### config.mk
export PLATFORM = sky130hd
export DESIGN_NAME = alu_seq
export DESIGN_NICKNAME = d
export VERILOG_FILES = /design/src/rtl/alu_pkg.sv /design/src/rtl/alu_iter_unit.sv /design/src/rtl/alu_seq.sv
export SDC_FILE = /design/constraint.sdc
export NUM_CORES = 1
export LEC_CHECK = 0
export CAP_MARGIN = 0
export CORE_UTILIZATION = 27
export CTS_CLUSTER_DIAMETER = 120
export CTS_CLUSTER_SIZE = 25
export DETAILED_ROUTE_END_ITERATION = 12
export GPL_ROUTABILITY_DRIVEN = 0
export GPL_TIMING_DRIVEN = 0
export PLACE_DENSITY = 0.54
export SLEW_MARGIN = 20
export SYNTH_ARGS = -nofsm -noshare
export SYNTH_HDL_FRONTEND = slang
export SYNTH_SLANG_ARGS = --single-unit
### constraint.sdc
create_clock -name clk -period 4.9 [get_ports clk]
set_clock_uncertainty 0.05 [all_clocks]
set_input_delay 0.735 -clock clk [delete_from_list [all_inputs] [get_ports clk]]
set_output_delay 0.735 -clock clk [all_outputs]
set_load 0.005 [all_outputs]
### src/rtl/alu_pkg.sv
// Shared opcodes, FSM state type and opcode classification for alu_seq.
package alu_pkg;

    localparam logic [3:0] OP_ADD  = 4'd0;
    localparam logic [3:0] OP_ADDC = 4'd1;
    localparam logic [3:0] OP_SUB  = 4'd2;
    localparam logic [3:0] OP_AND  = 4'd3;
    localparam logic [3:0] OP_OR   = 4'd4;
    localparam logic [3:0] OP_XOR  = 4'd5;
    localparam logic [3:0] OP_LUI  = 4'd6;
    localparam logic [3:0] OP_SHL  = 4'd7;
    localparam logic [3:0] OP_SHR  = 4'd8;
    localparam logic [3:0] OP_MUL  = 4'd9;

    typedef enum logic [1:0] {
        IDLE = 2'd0,
        BUSY = 2'd1,
        DONE = 2'd2
    } state_t;

    // Ops that may need the multi-cycle shift-add datapath.
    function automatic logic is_iterative(input logic [3:0] op);
        return (op == OP_SHL) || (op == OP_SHR) || (op == OP_MUL);
    endfunction

endpackage

### src/rtl/alu_iter_unit.sv
// Iterative shift/multiply engine: one shift bit or one multiplier bit per cycle.
// done is asserted in the cycle whose step is the last one; result/carry then
// present the value after that step so the caller can register it directly.
module alu_iter_unit
    import alu_pkg::*;
#(
    parameter int WIDTH = 16,
    parameter int SHW   = $clog2(WIDTH)
) (
    input  logic             clk,
    input  logic             reset,
    input  logic             start,
    input  logic [3:0]       op,
    input  logic [WIDTH-1:0] a,
    input  logic [WIDTH-1:0] b,
    output logic             done,
    output logic [WIDTH-1:0] result,
    output logic             carry
);

    localparam int CW = $clog2(WIDTH) + 1;

    logic [CW-1:0]        count;
    logic [2*WIDTH-1:0]   acc;
    logic [WIDTH-1:0]     mcand;
    logic [3:0]           op_r;

    logic [2*WIDTH-1:0]   step_acc;
    logic                 step_bit;
    logic [WIDTH:0]       sum;

    // One iteration: shift data lives in acc's low half; MUL keeps the
    // partial product in the high half and the multiplier in the low half.
    always_comb begin
        sum      = {1'b0, acc[2*WIDTH-1:WIDTH]} +
                   (acc[0] ? {1'b0, mcand} : {(WIDTH+1){1'b0}});
        step_acc = acc;
        step_bit = 1'b0;
        case (op_r)
            OP_SHL: begin
                step_acc = {acc[2*WIDTH-1:WIDTH], acc[WIDTH-2:0], 1'b0};
                step_bit = acc[WIDTH-1];
            end
            OP_SHR: begin
                step_acc = {acc[2*WIDTH-1:WIDTH], 1'b0, acc[WIDTH-1:1]};
                step_bit = acc[0];
            end
            OP_MUL: begin
                step_acc = {sum, acc[WIDTH-1:1]};
            end
            default: ;
        endcase
    end

    assign done   = (count == CW'(1));
    assign result = step_acc[WIDTH-1:0];
    assign carry  = (op_r == OP_MUL) ? (|step_acc[2*WIDTH-1:WIDTH]) : step_bit;

    // Load operands on start, then step and count down until empty.
    always_ff @(posedge clk) begin
        if (reset) begin
            count <= '0;
            acc   <= '0;
            mcand <= '0;
            op_r  <= '0;
        end else if (start) begin
            op_r  <= op;
            mcand <= a;
            if (op == OP_MUL) begin
                count <= CW'(WIDTH);
                acc   <= {{WIDTH{1'b0}}, b};
            end else begin
                count <= CW'(b[SHW-1:0]);
                acc   <= {{WIDTH{1'b0}}, a};
            end
        end else if (count != '0) begin
            acc   <= step_acc;
            count <= count - CW'(1);
        end
    end

endmodule

### src/rtl/alu_seq.sv
// Multi-cycle ALU with valid/ready handshake on both sides. Single-cycle ops
// complete on the accept edge; SHL/SHR/MUL run in alu_iter_unit.
module alu_seq
    import alu_pkg::*;
#(
    parameter int WIDTH = 16,
    parameter int SHW   = $clog2(WIDTH)
) (
    input  logic             clk,
    input  logic             reset,
    input  logic             in_valid,
    output logic             in_ready,
    input  logic [3:0]       op,
    input  logic [WIDTH-1:0] in_a,
    input  logic [WIDTH-1:0] in_b,
    input  logic             carry_in,
    output logic             out_valid,
    input  logic             out_ready,
    output logic [WIDTH-1:0] result,
    output logic             carry_out,
    output logic             zero
);

    state_t           state, state_next;
    logic             start;
    logic             load;
    logic [WIDTH-1:0] load_res;
    logic             load_carry;
    logic             iter_done;
    logic [WIDTH-1:0] iter_result;
    logic             iter_carry;

    // Combinational result for everything that finishes in one cycle,
    // returned as {carry, result}. Zero-amount shifts pass A through.
    function automatic logic [WIDTH:0] single_op(input logic [3:0]       f_op,
                                                  input logic [WIDTH-1:0] a,
                                                  input logic [WIDTH-1:0] b,
                                                  input logic             cin);
        logic [WIDTH:0] r;
        r = '0;
        case (f_op)
            OP_ADD:  r = {1'b0, a} + {1'b0, b};
            OP_ADDC: r = {1'b0, a} + {1'b0, b} + {{WIDTH{1'b0}}, cin};
            OP_SUB:  r = {1'b0, a} - {1'b0, b};
            OP_AND:  r = {1'b0, a & b};
            OP_OR:   r = {1'b0, a | b};
            OP_XOR:  r = {1'b0, a ^ b};
            OP_LUI:  r = {1'b0, b[WIDTH/2-1:0], {(WIDTH/2){1'b0}}};
            OP_SHL,
            OP_SHR:  r = {1'b0, a};
            default: r = '0;
        endcase
        return r;
    endfunction

    alu_iter_unit #(
        .WIDTH (WIDTH),
        .SHW   (SHW)
    ) u_iter (
        .clk    (clk),
        .reset  (reset),
        .start  (start),
        .op     (op),
        .a      (in_a),
        .b      (in_b),
        .done   (iter_done),
        .result (iter_result),
        .carry  (iter_carry)
    );

    assign in_ready  = (state == IDLE);
    assign out_valid = (state == DONE);

    // Handshake FSM next state plus output-register load selection.
    always_comb begin
        state_next = state;
        start      = 1'b0;
        load       = 1'b0;
        load_res   = '0;
        load_carry = 1'b0;
        case (state)
            IDLE: begin
                if (in_valid) begin
                    if ((op == OP_MUL) ||
                        (is_iterative(op) && (in_b[SHW-1:0] != '0))) begin
                        state_next = BUSY;
                        start      = 1'b1;
                    end else begin
                        state_next = DONE;
                        load       = 1'b1;
                        {load_carry, load_res} = single_op(op, in_a, in_b, carry_in);
                    end
                end
            end
            BUSY: begin
                if (iter_done) begin
                    state_next = DONE;
                    load       = 1'b1;
                    load_res   = iter_result;
                    load_carry = iter_carry;
                end
            end
            DONE: begin
                if (out_ready) begin
                    state_next = IDLE;
                end
            end
            default: state_next = IDLE;
        endcase
    end

    // State register and result/flag registers, updated only on entry to DONE.
    always_ff @(posedge clk) begin
        if (reset) begin
            state     <= IDLE;
            result    <= '0;
            carry_out <= 1'b0;
            zero      <= 1'b0;
        end else begin
            state <= state_next;
            if (load) begin
                result    <= load_res;
                carry_out <= load_carry;
                zero      <= (load_res == '0);
            end
        end
    end

endmodule

==> results of run 1 <==
state kept, by name (all words and copies together) (netlist names):
name and cells:
result 16, zero 1, u_iter.op_r 4, state 2, u_iter.mcand 16, u_iter.acc 32, carry_out 1, u_iter.count 5
placed cells by master (no fill, tap or decap), types with 5 or more instances in the layout:
cell type and count:
nand2_1 122, nor2_1 110, a21oi_1 106, dfxtp_1 77, ha_1 73, inv_1 57
clkdlybuf4s50_1 54, clkbuf_1 52, o21ai_0 44, nor3_1 40, a211oi_1 36, xnor2_1 31
and2_1 23, a22oi_1 19, nand3_1 14, a221oi_1 14, xor2_1 13, a21o_1 11
a221o_1 10, a31oi_1 9, clkbuf_16 9, or4_1 7, nand4_1 7, o21bai_1 7
clkbuf_8 7, or3_1 6, a2111oi_0 6, and3_1 6, o21a_1 5
worst max-delay path, cell delays in order:
cell	delay, ps
clkdlybuf4s50_1	740
inv_1	120
ha_1	300
buf_6	150
o21bai_1	190
nor4b_2	430
nor3_1	150
o41a_1	450
o21bai_1	240
a21oi_1	120
xnor2_1	170
nor2_1	70
o32ai_1	590
nand4_1	210
o31ai_2	230
logic make-up (layout without fill, tap and decap cells):
logic type                 Yosys count  count (layout)  share of synthesized area (%)
muxes                                5               5                          0.674
and+or+nand+nor                    383             383                           24.5
buffers and inverters              122             198                           7.40
DFF                                 77              77                           20.2
adders and majority gates           76              76                           12.8
xor gates and xnor gates            46              46                           5.39
AOI/OAI and AO/OA                  328             328                           29.0
power by group:
group,total (mW),switching [mW],internal (mW)
Combinational,1.09,0.680,0.415
Clock,0.675,0.319,0.355
Sequential,0.760,0.0606,0.699
Total,2.53,1.06,1.47
routing by layer:
layer / part of all wire (%) / global-route usage (%)
met4: 2.2 / 5.21
met5: 0 / 0
met2: 48 / 33.9
met3: 5.2 / 2.12
met1: 45 / 25.4
worst max path at each step:
stage,startpoint,endpoint
floorplan,in_a[0],zero$_SDFFE_PP0P_
global placement,in_b[1],zero$_SDFFE_PP0P_
detailed placement,in_b[0],zero$_SDFFE_PP0P_
CTS,in_b[1],zero$_SDFFE_PP0P_
global route,u_iter.acc[0]$_SDFFE_PP0P_,carry_out$_SDFFE_PP0P_
finish,in_b[2],zero$_SDFFE_PP0P_
stage by stage:
step	utilization (%)	instances	instance area, um^2	setup TNS, ps	hold slack (ps)
after global routing	32.5	1491	9030	0	424
after floorplan	-	1037	7610	0	382
final	32.5	1491	9030	0	400
after detailed placement	31.3	1475	8690	-1810	395
after CTS	32.4	1491	8990	0	403
after global placement	31.2	1473	8670	-1410	389
synth_stat cells (4+ instances only):
library cell	instances
a31oi_1	10
and2_1	23
buf_6	4
clkbuf_8	7
o21bai_1	7
mux2i_1	4
or4_1	7
a211oi_1	36
nor2_1	110
a2111oi_0	6
o21ai_0	44
a22oi_1	19
o31a_1	4
xor2_1	13
ha_1	73
and3_1	6
dfxtp_1	77
o211ai_1	4
or2_2	4
o21a_1	5
nor3_1	40
a221oi_1	14
nor4_1	4
clkbuf_1	52
o41ai_1	4
or3_1	6
nand3_1	14
a21o_1	11
inv_1	57
nor4b_1	4
a221o_1	10
nand3b_1	4
xnor2_1	32
nand4_1	7
a21oi_1	107
nand2_1	122
nand2b_1	4
area by class of cell:
class                           instances  share of cell area [%]
Buffer                                 65                    3.87
Sequential cell                        77                    17.1
Tap cell                              378                    5.24
Clock inverter                          7                   0.707
Inverter                               57                    2.37
Timing Repair Buffer                   60                    6.61
Multi-Input combinational cell        838                    61.6
Clock buffer                            9                    2.49
==> metrics, run 1 <==
Final Hold Vio Count 0; critical-path maximum fanout 10; P per Cell Area roughly 280 nW/um^2; RSZ-0062 raised after global routing false; Worst Tran Pin Value 1270 ps; Port Buf Inserts 58; worst-skew pair later-pin latency 350 ps; Post-synth top flop dfxtp_1; status complete, no violations; area of the multi-input gates 5560 um^2; CTS H-tree lvls 3; Starting Density about 27%; gr ovfl total 0; Nets 1225; CTS max path bufs 2; row cnt 61; crit end category register; Core Area 27800 um^2; CP arrival 4920 ps; area grow syn2layout 18.6%; CTS resizes 3; fill cell count just over 3000; power consumption 2.53 mW; mean routed wirelength per cell 18.6 um; min-delay worst type reg -> reg; final setup fails 0; Tcrit/Tclk final roughly 96%; max_cap viols 0; antenna violations before repair 0; crit path launch type input pin; Antenna Nets Post-Route 0; Register Area 1540 um^2; yosys warns 0; Max rail drop VDD 0.000174 V; Die W 170 um; dpl ws -469 ps; top cells by area, synth dfxtp_1, ha_1, a21oi_1; Fmax 0.213 GHz; TritonCTS buffer count 9; clk slew on worst S/H paths 70 ps; r2r endpoint carry_out$_SDFFE_PP0P_; worst hold start u_iter.mcand[5]$_SDFFE_PP0P_; full die area 28900 um^2; min Tclk post-route 4690 ps; Required @ worst endpoint 5130 ps; Slew HR 15.4%; io pins 61; flop2flop setup slack roughly 480 ps; Post-Syn Area 7610 um^2; CTS sink cnt between 70 and 80; vias in the first global route around 7600; Die Y between 150 and 200 um; CP Class in -> reg; proportion of layout cells with a drive suffix above 1 6.20%; Seq/Total Area, Yosys 20.2%; GRT Total Usage about a fifth; fin. max-slew vios 0; EDFF count, synth 0; synthesized area per cell 7.34 um^2; R2R depth 16; DR pass1 iterations 6; post-synth top area cell dfxtp_1; # hold bufs at CTS 0; top cell type's share of synthesized area 20.2%; first-pass GRT wire length 43.4 mm; drt drc 0; pin count of the biggest net entering global routing 17; Post-Synthesis Cells 1037; routed vias/inst about 5.3; Cell variety after synth about 90; asr flop ratio synth 0%; Post-Route WL 27.8 mm; Seq cells post-synth 77; Ant. Diodes 0; hpwl dp 22.4 mm; hold endpoint u_iter.mcand[5]$_SDFFE_PP0P_; syn_nets 1154; TritonCTS clock tree done; Post-CTS Setup Inserts 0; Root Driver clkbuf_16; final worst slack 206 ps; FF-to-FF Start u_iter.acc[0]$_SDFFE_PP0P_; DR iter-0 viols 624; WHS Path Cells 2; Lkg Pwr approximately 3.5 nW; vias post-DR 7971
Note: power is estimated with default switching activity, not from simulation.
==> run 2, diff against run 1 <==
--- a/config.mk
+++ b/config.mk
@@ -5,7 +5,8 @@
 export SDC_FILE = /design/constraint.sdc
 export NUM_CORES = 1
 export LEC_CHECK = 0
-export CAP_MARGIN = 0
+export CAP_MARGIN = 20
+export CORE_MARGIN = 2
 export CORE_UTILIZATION = 27
 export CTS_CLUSTER_DIAMETER = 120
 export CTS_CLUSTER_SIZE = 25
==> run 2 against run 1 <==
Sequential share of layout area barely moved; largest cell class unchanged; sequential cell count did not move; register-to-register slack improved by 70 ps; non-clock buffer count did not move; die area rose by 2.4%.
==> metrics, run 2 (synthesis results as in run 1) <==
status complete, no violations; clock power share 26.5% (-0.2 points); GRT Total Usage 18.8% (-0.67 points); Die W 172 um (+1.2%); RSZ-0062 raised after global routing false; CTS H-tree lvls 3 (unchanged); Largest regs u_iter.acc (32), result (16), u_iter.mcand (16); Largest register FFs 32 (unchanged); CP Class in -> reg; CTS sink cnt 77 (unchanged); CP max stage delay 630 ps (-110 ps); crit end category register; P per Cell Area 280 nW/um^2 (-0.15%); Cell Int Power 1.47 mW (about the same); drt drc 0 (unchanged); WHS Path Cells 2 (unchanged); final worst slack 214 ps (+7.30 ps); commonest non-fill, non-tap cell in the layout nand2_1; dpl ws -412 ps (+57.2 ps); Slew HR 28.3% (+13 points); Root Driver clkbuf_16; Critical Path Slowest Stage Cell clkdlybuf4s50_1; WP buf/inv 2 (-1); CP top delay family simple AND/OR/NAND/NOR gates; Antenna Nets Post-Route 0 (unchanged); Die Y 172 um (+1.2%); TritonCTS buffer count 9 (unchanged); Post-Route WL 27.7 mm (-0.26%); Nets 1225 (unchanged); gr ovfl total 0 (unchanged); clk slew on worst S/H paths 70 ps (about the same); Fmax 0.213 GHz (+0.16%); io pins 61 (unchanged); Required @ worst endpoint 5120 ps (about the same); full die area 29600 um^2 (+2.4%); min Tclk post-route 4690 ps (-7.30 ps); Ant. Diodes 0 (unchanged); Tcrit/Tclk final 95.6% (-0.15 points); WP depth 14 (-1); Switch Pwr 1.06 mW (-0.18%); Most flops, register u_iter.acc; R2R depth 16 (unchanged); final setup fails 0 (unchanged); Port Buf Inserts 58 (unchanged); CP arrival 4910 ps (about the same); vias in the first global route 7660 (+0.67%); pin count of the biggest net entering global routing 17 (unchanged); flop2flop setup slack 550 ps (+70 ps); crit path launch type input pin; vias post-DR 7977 (+0.075%); Starting Density 27.4% (unchanged); antenna violations before repair 0 (unchanged); fin. max-slew vios 0 (unchanged); sw frac 41.8% (-0.055 points); min-delay worst type reg -> reg; area grow syn2layout 18.7% (about the same); max_cap viols 0 (unchanged); Max rail drop VDD 0.000141 V (-19%); CTS max path bufs 2 (unchanged); Core Area 27800 um^2 (unchanged); Post-CTS Setup Inserts 0 (unchanged); critical-path maximum fanout 5 (-5); Comb power frac 43.5% (+0.2 points); TritonCTS clock tree done; hpwl dp 22.2 mm (-0.75%); Final Hold Vio Count 0 (unchanged); fin util 32.5% (about the same); routed vias/inst 5.35 (about the same); row cnt 61 (unchanged); commonest cells after routing, fill and taps aside nand2_1, nor2_1, a21oi_1; power share of the sequential group 30.0% (about the same); proportion of layout cells with a drive suffix above 1 6.38% (+0.18 points); DR iter-0 viols 859 (+38%); Cell Chain, Critical Path clkdlybuf4s50_1 > inv_1 > fa_2 > nand2b_4 > a21oi_1 > o21ai_0 > a22o_1 > or4b_4 > nor4_2 > nand2_1 > o211a_1 > nor4_4 > nand4_1 > o31ai_2; mean routed wirelength per cell 18.6 um (-0.26%); Lkg Pwr 3.45 nW (-0.45%); DR pass1 iterations 6 (unchanged); Worst Tran Pin Value 1060 ps (-208 ps); worst-skew pair later-pin latency 350 ps (about the same); first-pass GRT wire length 43.1 mm (-0.67%)
run 2: cell count changes in the layout (fill, tap and decap cells not counted), sizes merged:
cell	change
clkdlybuf4s50	+1
dlygate4sd2	+1
dlymetal6s2s	-2
run 2: worst register-to-register path: stages (launching register included):
cell and delay, ps:
dfxtp_1 310, clkbuf_1 220, clkbuf_1 270, and2_1 200
ha_1 210, fa_1 430, a21oi_1 200, o22ai_1 160
o41ai_2 380, o21ai_0 200, a2111oi_0 410, nor3_1 150
a2111oi_0 400, or3_1 190, nand4_1 110, o21ai_0 230
o31ai_1 100
run 2: power groups by stage:
stage | logic [mW] | registers [mW] | clock network (mW)
5_1_grt | 1.23 | 0.769 | 0.700
2_1_floorplan | 0.759 | 0.756 | 0
6_report | 1.10 | 0.758 | 0.669
4_1_cts | 1.09 | 0.758 | 0.673
3_5_place_dp | 1.08 | 0.771 | 0
3_3_place_gp | 1.08 | 0.771 | 0
run 2: metrics by stage:
stage	instance area [um^2]	total power [mW]	hold slack, ps	setup TNS [ps]	cells
final	9040	2.53	405	0	1491
after global placement	8670	1.85	389	-1310	1473
after CTS	8980	2.52	403	0	1491
after floorplan	7610	1.51	382	0	1037
after detailed placement	8690	1.85	394	-1760	1475
after global routing	9040	2.70	426	0	1491
run 2: timing repair:
action                                  4_1_cts  5_1_grt
endpoints found under the setup margin        1        7
endpoints found under the hold margin         0        0
hold buffers                                  0        0
pin swaps                                     0        1
gates resized for setup                       3        9
run 2: path summary, 6_finish.rpt:
path,startpoint,endpoint
worst min register to register,u_iter.mcand[11]$_SDFFE_PP0P_,u_iter.mcand[11]$_SDFFE_PP0P_
worst max-delay path,in_a[1],zero$_SDFFE_PP0P_
worst max register to register,u_iter.acc[0]$_SDFFE_PP0P_,carry_out$_SDFFE_PP0P_
worst min-delay path,u_iter.mcand[11]$_SDFFE_PP0P_,u_iter.mcand[11]$_SDFFE_PP0P_
run 2: metal layers:
layer | share of wire, % | global-route usage [%] | wire length [um]
met5 | 0 | 0 | 0
met1 | 44 | 25.1 | 12200
met4 | 1.8 | 5.30 | 511
met3 | 6.2 | 1.76 | 1710
met2 | 48 | 32.3 | 13300
run 2: area by class of cell:
cell class | instances | area, um^2
timing repair buffer | 60 | 591
inverter | 57 | 214
multi-input combinational | 838 | 5580
clock inverter | 7 | 63.8
sequential | 77 | 1540
buffer | 65 | 349
tap | 378 | 473
fill | 3085 | 18700
clock buffer | 9 | 225
==> run 3, diff against run 2 <==
--- a/config.mk
+++ b/config.mk
@@ -9,7 +9,7 @@
 export CORE_MARGIN = 2
 export CORE_UTILIZATION = 27
 export CTS_CLUSTER_DIAMETER = 120
-export CTS_CLUSTER_SIZE = 25
+export CTS_CLUSTER_SIZE = 16
 export DETAILED_ROUTE_END_ITERATION = 12
 export GPL_ROUTABILITY_DRIVEN = 0
 export GPL_TIMING_DRIVEN = 0
==> results of run 3 <==
The final DEF is identical to that of run 2; final timing and power are the same.
